File: src/rtl/exc_sched.sv
// Exception/interrupt scheduler between the M stage and CP0: arbitrates requests, latches EPC/BD/code,
// and sequences flush and redirect. Optional macro EXC_DELAY_SLOT_EN enables delay-slot EPC adjustment.
module exc_sched #(
    parameter logic [31:0] HANDLER_ADDR = 32'h0000_4180,
    parameter int unsigned FLUSH_CYCLES = 2
) (
    input  logic        clk,
    input  logic        reset,
    input  logic        m_valid,
    input  logic [31:0] pc_m,
    input  logic        bd_m,
    input  logic [4:0]  exc_code_m,
    input  logic        eret_m,
    input  logic [5:0]  hwint,
    input  logic [5:0]  sr_im,
    input  logic        sr_ie,
    input  logic        sr_exl,
    input  logic [31:0] cp0_epc,
    output logic        exl_set,
    output logic        exl_clr,
    output logic [4:0]  exc_code_o,
    output logic [31:0] epc_o,
    output logic        bd_o,
    output logic [5:0]  hwint_pend,
    output logic        flush,
    output logic        redirect,
    output logic [31:0] redirect_pc,
    output logic        busy
);
    localparam int unsigned CNT_W = 3;

    typedef enum logic [2:0] {IDLE, EXC, FLUSH, REDIR, RET} state_t;

    state_t           state, state_d;
    logic [CNT_W-1:0] cnt, cnt_d;
    logic             exl_set_d, exl_clr_d, flush_d, redirect_d, bd_d;
    logic [4:0]       exc_code_d;
    logic [31:0]      epc_d, redirect_pc_d;
    logic             int_req, exc_req, eret_req;
    logic [31:0]      pc_aligned, epc_calc;
    logic             bd_calc;
    logic [1:0]       pc_lsb_unused;

    assign pc_lsb_unused = pc_m[1:0];
    assign pc_aligned    = {pc_m[31:2], 2'b00};

`ifdef EXC_DELAY_SLOT_EN
    assign epc_calc = bd_m ? (pc_aligned - 32'd4) : pc_aligned;
    assign bd_calc  = bd_m;
`else
    logic bd_m_unused;
    assign bd_m_unused = bd_m;
    assign epc_calc    = pc_aligned;
    assign bd_calc     = 1'b0;
`endif

    assign int_req  = (|(hwint_pend & sr_im)) & sr_ie & ~sr_exl & m_valid;
    assign exc_req  = (exc_code_m != 5'd0) & m_valid;
    assign eret_req = eret_m & m_valid;

    // Next state plus next values of the registered outputs, so each strobe lines up with its state.
    always_comb begin
        state_d       = state;
        cnt_d         = cnt;
        exl_set_d     = 1'b0;
        exl_clr_d     = 1'b0;
        flush_d       = 1'b0;
        redirect_d    = 1'b0;
        redirect_pc_d = redirect_pc;
        exc_code_d    = exc_code_o;
        epc_d         = epc_o;
        bd_d          = bd_o;
        case (state)
            IDLE: begin
                if (int_req || exc_req) begin
                    state_d    = EXC;
                    exc_code_d = int_req ? 5'd0 : exc_code_m;
                    epc_d      = epc_calc;
                    bd_d       = bd_calc;
                    exl_set_d  = 1'b1;
                    flush_d    = 1'b1;
                end else if (eret_req) begin
                    state_d       = RET;
                    redirect_pc_d = cp0_epc;
                    exl_clr_d     = 1'b1;
                    flush_d       = 1'b1;
                    redirect_d    = 1'b1;
                end
            end
            EXC: begin
                if (FLUSH_CYCLES <= 1) begin
                    state_d       = REDIR;
                    cnt_d         = '0;
                    redirect_d    = 1'b1;
                    redirect_pc_d = HANDLER_ADDR;
                end else begin
                    state_d = FLUSH;
                    cnt_d   = CNT_W'(FLUSH_CYCLES - 1);
                    flush_d = 1'b1;
                end
            end
            FLUSH: begin
                if (cnt <= CNT_W'(1)) begin
                    state_d       = REDIR;
                    cnt_d         = '0;
                    redirect_d    = 1'b1;
                    redirect_pc_d = HANDLER_ADDR;
                end else begin
                    cnt_d   = cnt - CNT_W'(1);
                    flush_d = 1'b1;
                end
            end
            REDIR:   state_d = IDLE;
            RET:     state_d = IDLE;
            default: state_d = IDLE;
        endcase
    end

    // State, counter and all outputs registered; reset clears everything immediately.
    always_ff @(posedge clk or negedge reset) begin
        if (!reset) begin
            state       <= IDLE;
            cnt         <= '0;
            exl_set     <= 1'b0;
            exl_clr     <= 1'b0;
            flush       <= 1'b0;
            redirect    <= 1'b0;
            redirect_pc <= '0;
            exc_code_o  <= '0;
            epc_o       <= '0;
            bd_o        <= 1'b0;
            hwint_pend  <= '0;
            busy        <= 1'b0;
        end else begin
            state       <= state_d;
            cnt         <= cnt_d;
            exl_set     <= exl_set_d;
            exl_clr     <= exl_clr_d;
            flush       <= flush_d;
            redirect    <= redirect_d;
            redirect_pc <= redirect_pc_d;
            exc_code_o  <= exc_code_d;
            epc_o       <= epc_d;
            bd_o        <= bd_d;
            hwint_pend  <= hwint;
            busy        <= (state_d != IDLE);
        end
    end
endmodule

File: config.mk
export PLATFORM = sky130hd
export DESIGN_NAME = exc_sched
export DESIGN_NICKNAME = d
export VERILOG_FILES = /design/src/rtl/exc_sched.sv
export SDC_FILE = /design/constraint.sdc
export NUM_CORES = 1
export LEC_CHECK = 0
export BUFFER_PORTS_ARGS = -buffer_cell sky130_fd_sc_hd__buf_4
export CORE_MARGIN = 2
export CORE_UTILIZATION = 45
export DETAILED_ROUTE_END_ITERATION = 10
export MAX_ROUTING_LAYER = met4
export PLACE_DENSITY = 0.78
export SLEW_MARGIN = 25
export SYNTH_ARGS = -nofsm -noshare
export SYNTH_HDL_FRONTEND = slang
export SYNTH_SLANG_ARGS = --single-unit
File: constraint.sdc
create_clock -name clk -period 2.8 [get_ports clk]
set_input_delay 0.28 -clock clk [delete_from_list [all_inputs] [get_ports clk]]
set_output_delay 0.28 -clock clk [all_outputs]
set_load 0.02 [all_outputs]
==> results.ini, run 1 <==
[synth]
synth_edf_count = 0
yosysSeqAreaShare_pct = 59.91
yosys_warnings = 0
yosys_register_bits = 84
syn_avg_cell_area_um2 = 13.55
synth_flop_cell = dfrtp_1
synth.cell_area_mm2 = 0.003508
async_flop_share_pct = 100.0
synthCells = 259
ys_types = 35

[sta]
finalSetupTns_ps = 0
tightest_slew_ps = 770.7
rsz0062_at_grt = false
finalCritPeriodShare_pct = 74.40
slew_viol_final = 0
relSlewSlack_pct = 48.62
post-route-min-period_ps = 2083
whs_ps = -49.23
setup_ws_ps = 716.8
timing.fmax_ghz = 0.4800
clock_skew_ps = 7.003
final-hold-violation-count = 29
finalSetupViolations = 0

[detailed_routing]
antenna_left = 0
routed_via_density = 4.874
route.detailed.drc = 0
vias = 2554
drtPass1Iterations = 4
detail_route.wl_per_cell_um = 15.52
initialDrtViolationCount = 95
drt-total-wl_um = 8132

[power]
p_per_area_mw_per_mm2 = 1138
max-vdd-ir-drop_uv = 675.8
p_leak_nw = 2.522

[clocking]
cts_tree = yes
clk_pin_slew_ps = 80
cts_resized = 0
clock-sinks = 84
htreeDepth = 3
clk_latency_ps = 340
cts-hold-fix-buffers = 0
cts.root.buffer_cell = clkbuf_8
cts_buffers = 9
post_cts_buffers = 0
clk_path_buf_depth = 2

[die]
rows = 32
die-width_um = 92.30
dieArea_mm2 = 0.008518
start_util_pct = 45.88
core_area_mm2 = 0.007647
ios = 169
die_height_um = 92.30

[critical_path]
worst_ep_required_time_ps = 3030
path_max_fanout = 28
crit_arrival_ps = 2310
cp-end-kind = register
critPathLaunchType = register
critPathKind = register to register

[finish]
drive_gt1_share_pct = 58.29
syn_to_final_growth_pct = 43.76
n_antenna_cell = 0
finalNetCount = 509

[global_route]
grt_overflow = 0
grt_usage_pct = 20.47
grt_start_max_net_pins = 85
grt_antenna_before_repair = 0
grt_pass1_vias = 2786
grt_first_pass_wirelength_um = 13300

[place]
hpwlAfterDp_um = 5760
portBuffers = 162
post-place-ws_ps = 651.4
gp_congestion = 0.8191

[status]
violations = hold timing
status = finished, violations left

[worst_hold_path]
hp-class = input pin to asynchronous set/reset pin

[job]
maxCapViolCount = 0

power breakdown:
part           switching [mW]  internal (mW)  total [mW]  leakage [nW]
combinational            1.39           1.37        2.76          1.38
sequential              0.307           1.75        2.05          1.04
clock                   0.414          0.517       0.931         0.100
total                    2.11           3.63        5.74          2.52
final cells by class:
| class | instances | area (um^2) |
|---|---|---|
| Fill cell | 580 | 2604 |
| Sequential cell | 84 | 2102 |
| Multi-Input combinational cell | 150 | 1287 |
| Inverter | 9 | 33.78 |
| Clock inverter | 4 | 75.07 |
| Tap cell | 102 | 127.6 |
| Clock buffer | 10 | 137.6 |
| Timing Repair Buffer | 165 | 1280 |
state kept, by name, summed over array words and instances (netlist names), 3 cells and up:
register	flops
cnt	3
epc_o	30
exc_code_o	5
hwint_pend	6
redirect_pc	32
state	3
critical path, stage by stage (launching register included):
cell	delay, ps
dfrtp_1	380
inv_1	110
ha_1	150
o21ba_2	180
nor4b_4	550
buf_12	260
nor2b_1	70
mux2_2	260
path summary, 6_finish.rpt:
| path | from | to | slack (ps) | depth (start not counted) |
|---|---|---|---|---|
| min in group clk | hwint[5] | hwint_pend[5]$_DFF_PN0_ | 40 | 1 |
| hold reg to reg | epc_o[6]$_DFFE_PN0P_ | epc_o[6]$_DFFE_PN0P_ | 520 | 1 |
| setup / recovery | cnt[1]$_DFFE_PN0P_ | redirect_pc[2]$_DFFE_PN0P_ | 720 | 7 |
| setup reg to reg | cnt[1]$_DFFE_PN0P_ | redirect_pc[2]$_DFFE_PN0P_ | 720 | 7 |
| max in group asynchronous | reset | redirect_pc[31]$_DFFE_PN0P_ | 2280 | 1 |
| hold / removal | reset | exl_set$_DFF_PN0_ | -50 | 1 |
synth_stat cells (3+ instances only):
cell | count | area [um^2]
dfrtp_1 | 84 | 2102
mux2_2 | 59 | 664.4
nor2b_1 | 29 | 181.4
inv_1 | 9 | 33.78
nand2_1 | 9 | 33.78
buf_4 | 7 | 52.55
nor2_1 | 6 | 22.52
o21ai_0 | 6 | 30.03
clkbuf_1 | 5 | 18.77
mux2i_1 | 5 | 50.05
a21oi_1 | 4 | 20.02
a22oi_1 | 4 | 30.03
buf_2 | 4 | 20.02
nand4_1 | 3 | 18.77
cell families (layout without fill, tap and decap cells):
kind of cell / count (synthesis) / after routing / share of synthesized area (%)
and+or+nand+nor: 58 / 58 / 9.807
adders and majority gates: 2 / 2 / 0.7132
buffers and inverters: 27 / 188 / 4.208
muxes: 64 / 64 / 20.36
DFF: 84 / 84 / 59.91
AOI/OAI and AO/OA: 23 / 23 / 4.886
other: 1 / 3 / 0.1069
through the flow:
stage                     util [%]  hold slack [ps]  std cells  cell area, um^2  total power, mW
after floorplan                  -           -15.59        261             3516            3.646
after CTS                    65.90            17.95        524             5040            5.805
final                        65.95           -49.23        524             5044            5.741
after detailed placement     63.12            390.8        510             4827            4.855
after global placement       63.12            389.8        510             4827            4.755
after global routing         65.95            13.98        524             5044            6.063
layer usage:
| layer | vias up | track usage [%] | wire [um] | share of wire, % |
|---|---|---|---|---|
| li1 | 1199 | - | - | - |
| met1 | 1257 | 24.36 | 3292 | 40 |
| met2 | 85 | 35.48 | 4342 | 53 |
| met3 | 13 | 3.743 | 343 | 4.2 |
| met4 | 0 | 6.716 | 153 | 1.9 |
| met5 | - | - | 0 | 0 |
cells in the final DEF (no fill, tap or decap), types with 2 or more instances in the layout:
cell type   count
mux2i_1         5
bufinv_16       2
a22oi_1         4
or2_2           2
buf_12          3
clkbuf_8       10
buf_4         161
ha_1            2
dfrtp_1        84
o21ai_0         6
nor2b_1        29
conb_1          3
nand4_1         3
nand2_1         9
clkinvlp_4      2
nor2_1          6
and3_1          2
inv_1           9
a21oi_1         4
mux2_2         59
(Power assumes the default switching activity.)
==> run 2: changes to the inputs <==
Settings changed: CORE_UTILIZATION 45 to 42, PLACE_DENSITY 0.78 to 0.77.
Clock period 2.8 ns to 1.9 ns, I/O delays scaled along.
==> run 2 against run 1 <==
The run ends with setup timing left. Hold slack improved by 110 ps. Register-to-register slack got worse by 780 ps. Critical path depth shrank 1. Critical endpoint is now epc_o[26]$_DFFE_PN0P_. Largest cell class unchanged. Largest power group unchanged. Highest routed layer unchanged.
==> results.ini, run 2 (same netlist as run 1, synthesis figures left out) <==
[status]
status = finished, violations left
violations = setup timing

[global_route]
grt_first_pass_wirelength_um = 13140  ; -1.2%
grt.met2_usage_pct = 32.98  ; -2.5 points
grtUsageMet3_pct = 2.925  ; -0.82 points
grt_overflow = 0  ; unchanged
grt_usage_pct = 19.67  ; -0.79 points
gr-max-usage-layer = met2
grt_antenna_before_repair = 0  ; unchanged
grt_start_max_net_pins = 46  ; -46%
grt_util_met1_pct = 23.56  ; -0.80 points
grt_pass1_vias = 2722  ; -2.3%

[sta]
clock_skew_ps = 9.823  ; +2.820 ps
relSlewSlack_pct = 59.97  ; +11 points
post-route-min-period_ps = 1961  ; -122.5 ps
rsz0062_at_grt = true
timing.fmax_ghz = 0.5100  ; +6.2%
final-hold-violation-count = 0  ; -100%
tightest_slew_ps = 600.4  ; -170.3 ps
finalCritPeriodShare_pct = 103.2  ; +29 points
finalSetupTns_ps = -1140  ; -1140 ps
slew_viol_final = 0  ; unchanged
whs_ps = 56.42  ; +105.6 ps
finalSetupViolations = 35  ; +35
setup_ws_ps = -60.76  ; -777.5 ps

[place]
hpwlAfterDp_um = 6081  ; +5.6%
post_dp_cell_area_mm2 = 0.004940  ; +2.3%
portBuffers = 162  ; unchanged
gp_congestion = 0.7969  ; -2.7%

[critical_path]
crit_arrival_ps = 2200  ; -110 ps
worst_ep_required_time_ps = 2140  ; -890 ps
critPathKind = register to register
path_max_fanout = 8  ; -71%
critPathLaunchType = register
cp-end-kind = register

[die]
ios = 169  ; unchanged
start_util_pct = 42.91  ; -3.0 points
rows = 33  ; +3.1%
die-width_um = 95.40  ; +3.4%
die_height_um = 95.40  ; +3.4%
core_area_mm2 = 0.008175  ; +6.9%
dieArea_mm2 = 0.009100  ; +6.8%

[clocking]
clk_pin_slew_ps = 90  ; about the same
clk_latency_ps = 360  ; +20 ps
cts_buffers = 9  ; unchanged
clk_path_buf_depth = 2  ; unchanged
cts.root.buffer_cell = clkbuf_8
htreeDepth = 3  ; unchanged
clock-sinks = 84  ; unchanged
cts_tree = yes

[finish]
multi_input_area_mm2 = 0.001388  ; +7.8%
syn_to_final_growth_pct = 56.67
reg.largest.list = redirect_pc (32), epc_o (30), hwint_pend (6)
design_area_mm2 = 0.005497  ; +9.0%
largest_register = redirect_pc
nFillCells = 638  ; +10%
final_common_cell = buf_4
largest_reg_flops = 32  ; unchanged
drive_gt1_share_pct = 61.37  ; +3.1 points
final_util_pct = 67.23  ; +1.3 points
ff_latch_area_mm2 = 0.002108  ; +0.30%
finalNetCount = 538  ; +5.7%
final_cell_mix = buf_4, dfrtp_1, mux2_2, nor2b_1, mux2_4
n_antenna_cell = 0  ; unchanged

[power]
max-vdd-ir-drop_uv = 864.1  ; +28%
p_per_area_mw_per_mm2 = 1657  ; +46%
p_leak_nw = 2.784  ; +10%

[detailed_routing]
antenna_left = 0  ; unchanged
route.detailed.drc = 0  ; unchanged
routed_via_density = 4.900  ; +0.53%
drt-total-wl_um = 9309  ; +14%
detail_route.wl_per_cell_um = 16.68  ; +7.5%
vias = 2734  ; +7.0%
drtPass1Iterations = 4  ; unchanged
initialDrtViolationCount = 110  ; +16%

[worst_hold_path]
hp-class = input pin to register

[job]
maxCapViolCount = 0  ; unchanged

-- run 2: cell types whose count changed in the layout (fill, tap and decap cells not counted), moves of 2 or more --
cell	before	now
buf_12	3	5
mux2_2	59	35
a22oi_1	4	2
dfrtp_1	84	79
dfrtp_2	0	5
clkinv_4	0	2
dlygate4sd3_1	0	7
clkbuf_16	0	3
buf_4	161	175
a22oi_2	0	2
mux2_4	0	24
-- run 2: per-stage QoR --
stage | setup slack (ps) | instances | power [mW]
6_report | -60.76 | 558 | 9.107
5_1_grt | -123.3 | 558 | 9.580
4_1_cts | -23.25 | 554 | 8.727
3_5_place_dp | -36.14 | 525 | 7.233
3_3_place_gp | -30.27 | 525 | 7.086
2_1_floorplan | 7.171 | 261 | 5.411
-- run 2: layout make-up --
| class | instances | area share [%] |
|---|---|---|
| well taps | 105 | 2.390 |
| inverters | 9 | 0.6146 |
| multi-input cells | 150 | 25.24 |
| clock buffers | 11 | 2.754 |
| clock inverters | 5 | 1.093 |
| repair buffers | 194 | 29.55 |
| flip-flops and latches | 84 | 38.36 |
-- run 2: where the power goes --
group | leakage (nW) | internal (mW) | switching (mW)
Combinational | 1.64 | 2.52 | 2.26
Clock | 0.106 | 0.682 | 0.649
Sequential | 1.04 | 2.57 | 0.425
-- run 2: timing repair --
item / in CTS / in global routing
hold buffers: 7 / 0
setup endpoints to repair: 32 / 62
cloned: 2 / 3
pin swaps: 0 / 4
resized for setup: 1 / 33
endpoints found under the hold margin: 50 / 0
buffers inserted: 4 / 2
-- run 2: worst paths after layout --
kind,from,endpoint,slack (ps),cells after the start
max in group asynchronous,reset,epc_o[8]$_DFFE_PN0P_,890,3
worst max-delay path,hwint_pend[0]$_DFF_PN0_,epc_o[26]$_DFFE_PN0P_,-60,6
min in group asynchronous,reset,redirect_pc[6]$_DFFE_PN0P_,370,2
worst max register to register,hwint_pend[0]$_DFF_PN0_,epc_o[26]$_DFFE_PN0P_,-60,6
worst min register to register,epc_o[25]$_DFFE_PN0P_,epc_o[25]$_DFFE_PN0P_,520,1
worst min-delay path,cp0_epc[3],redirect_pc[3]$_DFFE_PN0P_,60,2
-- run 2: per-layer routing --
metal,vias to the layer above,part of all wire (%)
met5,-,0
met4,0,1.9
met3,14,3.9
met2,77,55
met1,1385,40
li1,1258,-
-- run 2: worst max-delay path: stages (launching register included) --
cell and delay, ps:
dfrtp_2 380, a22oi_2 90, a31o_2 280, a2111oi_4 400
buf_4 220, buf_16 140, mux2_2 330
==> run 3: changes to the inputs <==
Settings changed: CELL_PAD_IN_SITES_DETAIL_PLACEMENT set to 2, CELL_PAD_IN_SITES_GLOBAL_PLACEMENT set to 2, CORE_UTILIZATION 42 to 26, PLACE_DENSITY 0.77 to not set, PLACE_DENSITY_LB_ADDON set to 0.1.
==> run 3 against run 2 <==
The run now ends clean. First-iteration DRC count shrank 50%. Register-to-register slack gained 90 ps. Global-route usage decreased by 2.5 points. Combinational power up 0.8%. Non-clock buffer count grew 4. Via count rose by 0.77%. Wire length increased by 24%. Clock power up 52%. Cell count up 13%. Hold slack better by 19 ps. Critical path depth unchanged. Highest routed layer unchanged.
==> results.ini, run 3 (same netlist as run 1, synthesis figures left out) <==
[status]
status = finished clean

[clocking]
htreeDepth = 3  ; unchanged
clk_pin_slew_ps = 60  ; -30 ps
clk_latency_ps = 340  ; -20 ps
clk_path_buf_depth = 2  ; unchanged
cts_tree = yes
cts_buffers = 9  ; unchanged
clock-sinks = 84  ; unchanged
cts.root.buffer_cell = clkbuf_16

[sta]
post-route-min-period_ps = 1873  ; -87.98 ps
setup_ws_ps = 27.21  ; +87.98 ps
finalSetupViolations = 0  ; -100%
timing.fmax_ghz = 0.5340  ; +4.7%
finalCritPeriodShare_pct = 98.57  ; -4.6 points
rsz0062_at_grt = true
whs_ps = 75.11  ; +18.70 ps
finalSetupTns_ps = 0  ; +1140 ps
slew_viol_final = 0  ; unchanged
final-hold-violation-count = 0  ; unchanged
clock_skew_ps = 8.427  ; -1.396 ps

[finish]
largest_reg_flops = 32  ; unchanged
drive_gt1_share_pct = 61.49  ; +0.12 points
syn_to_final_growth_pct = 64.59
ff_latch_area_mm2 = 0.002108  ; unchanged
design_area_mm2 = 0.005774  ; +5.1%
nFillCells = 1325  ; +110%
final_cell_mix = buf_4, dfrtp_1, mux2_4, nor2b_1, mux2_2
finalNetCount = 542  ; +0.74%
largest_register = redirect_pc
n_antenna_cell = 0  ; unchanged
final_common_cell = buf_4
reg.largest.list = redirect_pc (32), epc_o (30), hwint_pend (6)
multi_input_area_mm2 = 0.001429  ; +3.0%

[global_route]
grt_first_pass_wirelength_um = 17910  ; +36%
grt_usage_pct = 17.16  ; -2.5 points
grt_antenna_before_repair = 0  ; unchanged
grt_start_max_net_pins = 40  ; -13%
grt_overflow = 0  ; unchanged
grt_pass1_vias = 3270  ; +20%

[place]
portBuffers = 162  ; unchanged
gp_congestion = 0.7110  ; -11%
post_dp_cell_area_mm2 = 0.005065  ; +2.5%
hpwlAfterDp_um = 7774  ; +28%
post-place-ws_ps = -93.99  ; -57.85 ps

[worst_hold_path]
hold_depth = 2  ; unchanged
hp-class = input pin to register
hold_path.startpoint = pc_m[13]
hold_end = epc_o[13]$_DFFE_PN0P_

[critical_path]
worst_ep_required_time_ps = 2120  ; -20 ps
path_max_fanout = 8  ; unchanged
r2r-start = hwint_pend[4]$_DFF_PN0_
crit_arrival_ps = 2090  ; -110 ps
r2r_cells = 6  ; unchanged
r2r_slack_ps = 30  ; +90 ps
cp-end-kind = register
critPathLaunchType = register
reg2reg_to = epc_o[26]$_DFFE_PN0P_
critPathKind = register to register

[power]
pwr-share-clk_pct = 20.5  ; +5.9 points
p_leak_nw = 2.877  ; +3.3%
pwr-share-comb_pct = 48.9  ; -3.5 points
switching_power_mw = 3.452  ; +3.6%
p_per_area_mw_per_mm2 = 1708  ; +3.1%
intPower_mw = 6.410  ; +11%
switching_share_pct = 35.00  ; -1.6 points
seq_power_share_pct = 30.6  ; -2.3 points
max-vdd-ir-drop_uv = 716.6  ; -17%

[detailed_routing]
initialDrtViolationCount = 55  ; -50%
vias = 2755  ; +0.77%
detail_route.wl_per_cell_um = 18.27  ; +9.5%
routed_via_density = 4.352  ; -11%
antenna_left = 0  ; unchanged
route.detailed.drc = 0  ; unchanged
drt-total-wl_um = 11570  ; +24%
drtPass1Iterations = 4  ; unchanged

[die]
rows = 42  ; +27%
ios = 169  ; unchanged
core_area_mm2 = 0.01319  ; +61%
die_height_um = 120.2  ; +26%
dieArea_mm2 = 0.01444  ; +59%
start_util_pct = 26.60  ; -16 points
die-width_um = 120.2  ; +26%

[job]
maxCapViolCount = 0  ; unchanged

[run 3: cell types whose count changed in the layout (fill, tap and decap cells not counted), sizes merged]
| cell | change |
|---|---|
| buf | +6 |
| clkinv | -3 |
| bufinv | +2 |
| clkbuf | -1 |
[run 3: cell type report]
cell class / instances / share of cell area [%]
multi-input combinational: 150 / 24.75
sequential: 84 / 36.51
timing repair buffer: 198 / 28.39
clock inverter: 4 / 1.690
clock buffer: 12 / 4.269
inverter: 9 / 0.5850
tap: 176 / 3.814
[run 3: stage by stage]
stage | util (%) | std cells | total power [mW]
floorplan | - | 261 | 5.411
global placement | 38.40 | 599 | 7.219
detailed placement | 38.40 | 599 | 7.385
CTS | 42.60 | 629 | 9.746
global route | 43.78 | 633 | 10.49
finish | 43.78 | 633 | 9.862
[run 3: power by group through the flow]
stage / Clock [mW] / Sequential, mW / Combinational, mW
finish: 2.02 / 3.02 / 4.82
global route: 2.16 / 3.14 / 5.19
CTS: 2.09 / 3.02 / 4.64
detailed placement: 0 / 3.03 / 4.36
global placement: 0 / 2.97 / 4.24
floorplan: 0 / 3.89 / 1.52
[run 3: worst max-delay path, stage by stage, from the launching register on]
cell       delay (ps)
dfrtp_1           380
a22oi_2            70
a31o_4            260
a2111oi_4         360
buf_6             200
buf_12            160
mux2_4            320
[run 3: worst max path at each step]
stage | from | to | cells after the start
4_1_cts | hwint_pend[3]$_DFF_PN0_ | epc_o[27]$_DFFE_PN0P_ | 6
2_1_floorplan | hwint_pend[2]$_DFF_PN0_ | redirect_pc[10]$_DFFE_PN0P_ | 7
6_report | hwint_pend[4]$_DFF_PN0_ | epc_o[26]$_DFFE_PN0P_ | 6
3_3_place_gp | exc_code_m[0] | redirect_pc[19]$_DFFE_PN0P_ | 6
3_5_place_dp | hwint_pend[2]$_DFF_PN0_ | epc_o[17]$_DFFE_PN0P_ | 5
5_1_grt | hwint_pend[2]$_DFF_PN0_ | epc_o[26]$_DFFE_PN0P_ | 6
[run 3: what timing repair did]
action	in CTS	in global routing
pin swaps	2	2
hold endpoints to repair	36	0
resized for setup	13	28
gates cloned	2	1
setup buffers	5	3
setup endpoints to repair	34	65
hold buffers	7	0
[run 3: routing by layer]
layer | track usage, % | share of wire [%]
met1 | 17.99 | 38
met2 | 30.36 | 55
met3 | 6.369 | 6.4
met4 | 4.485 | 1.3
met5 | - | 0
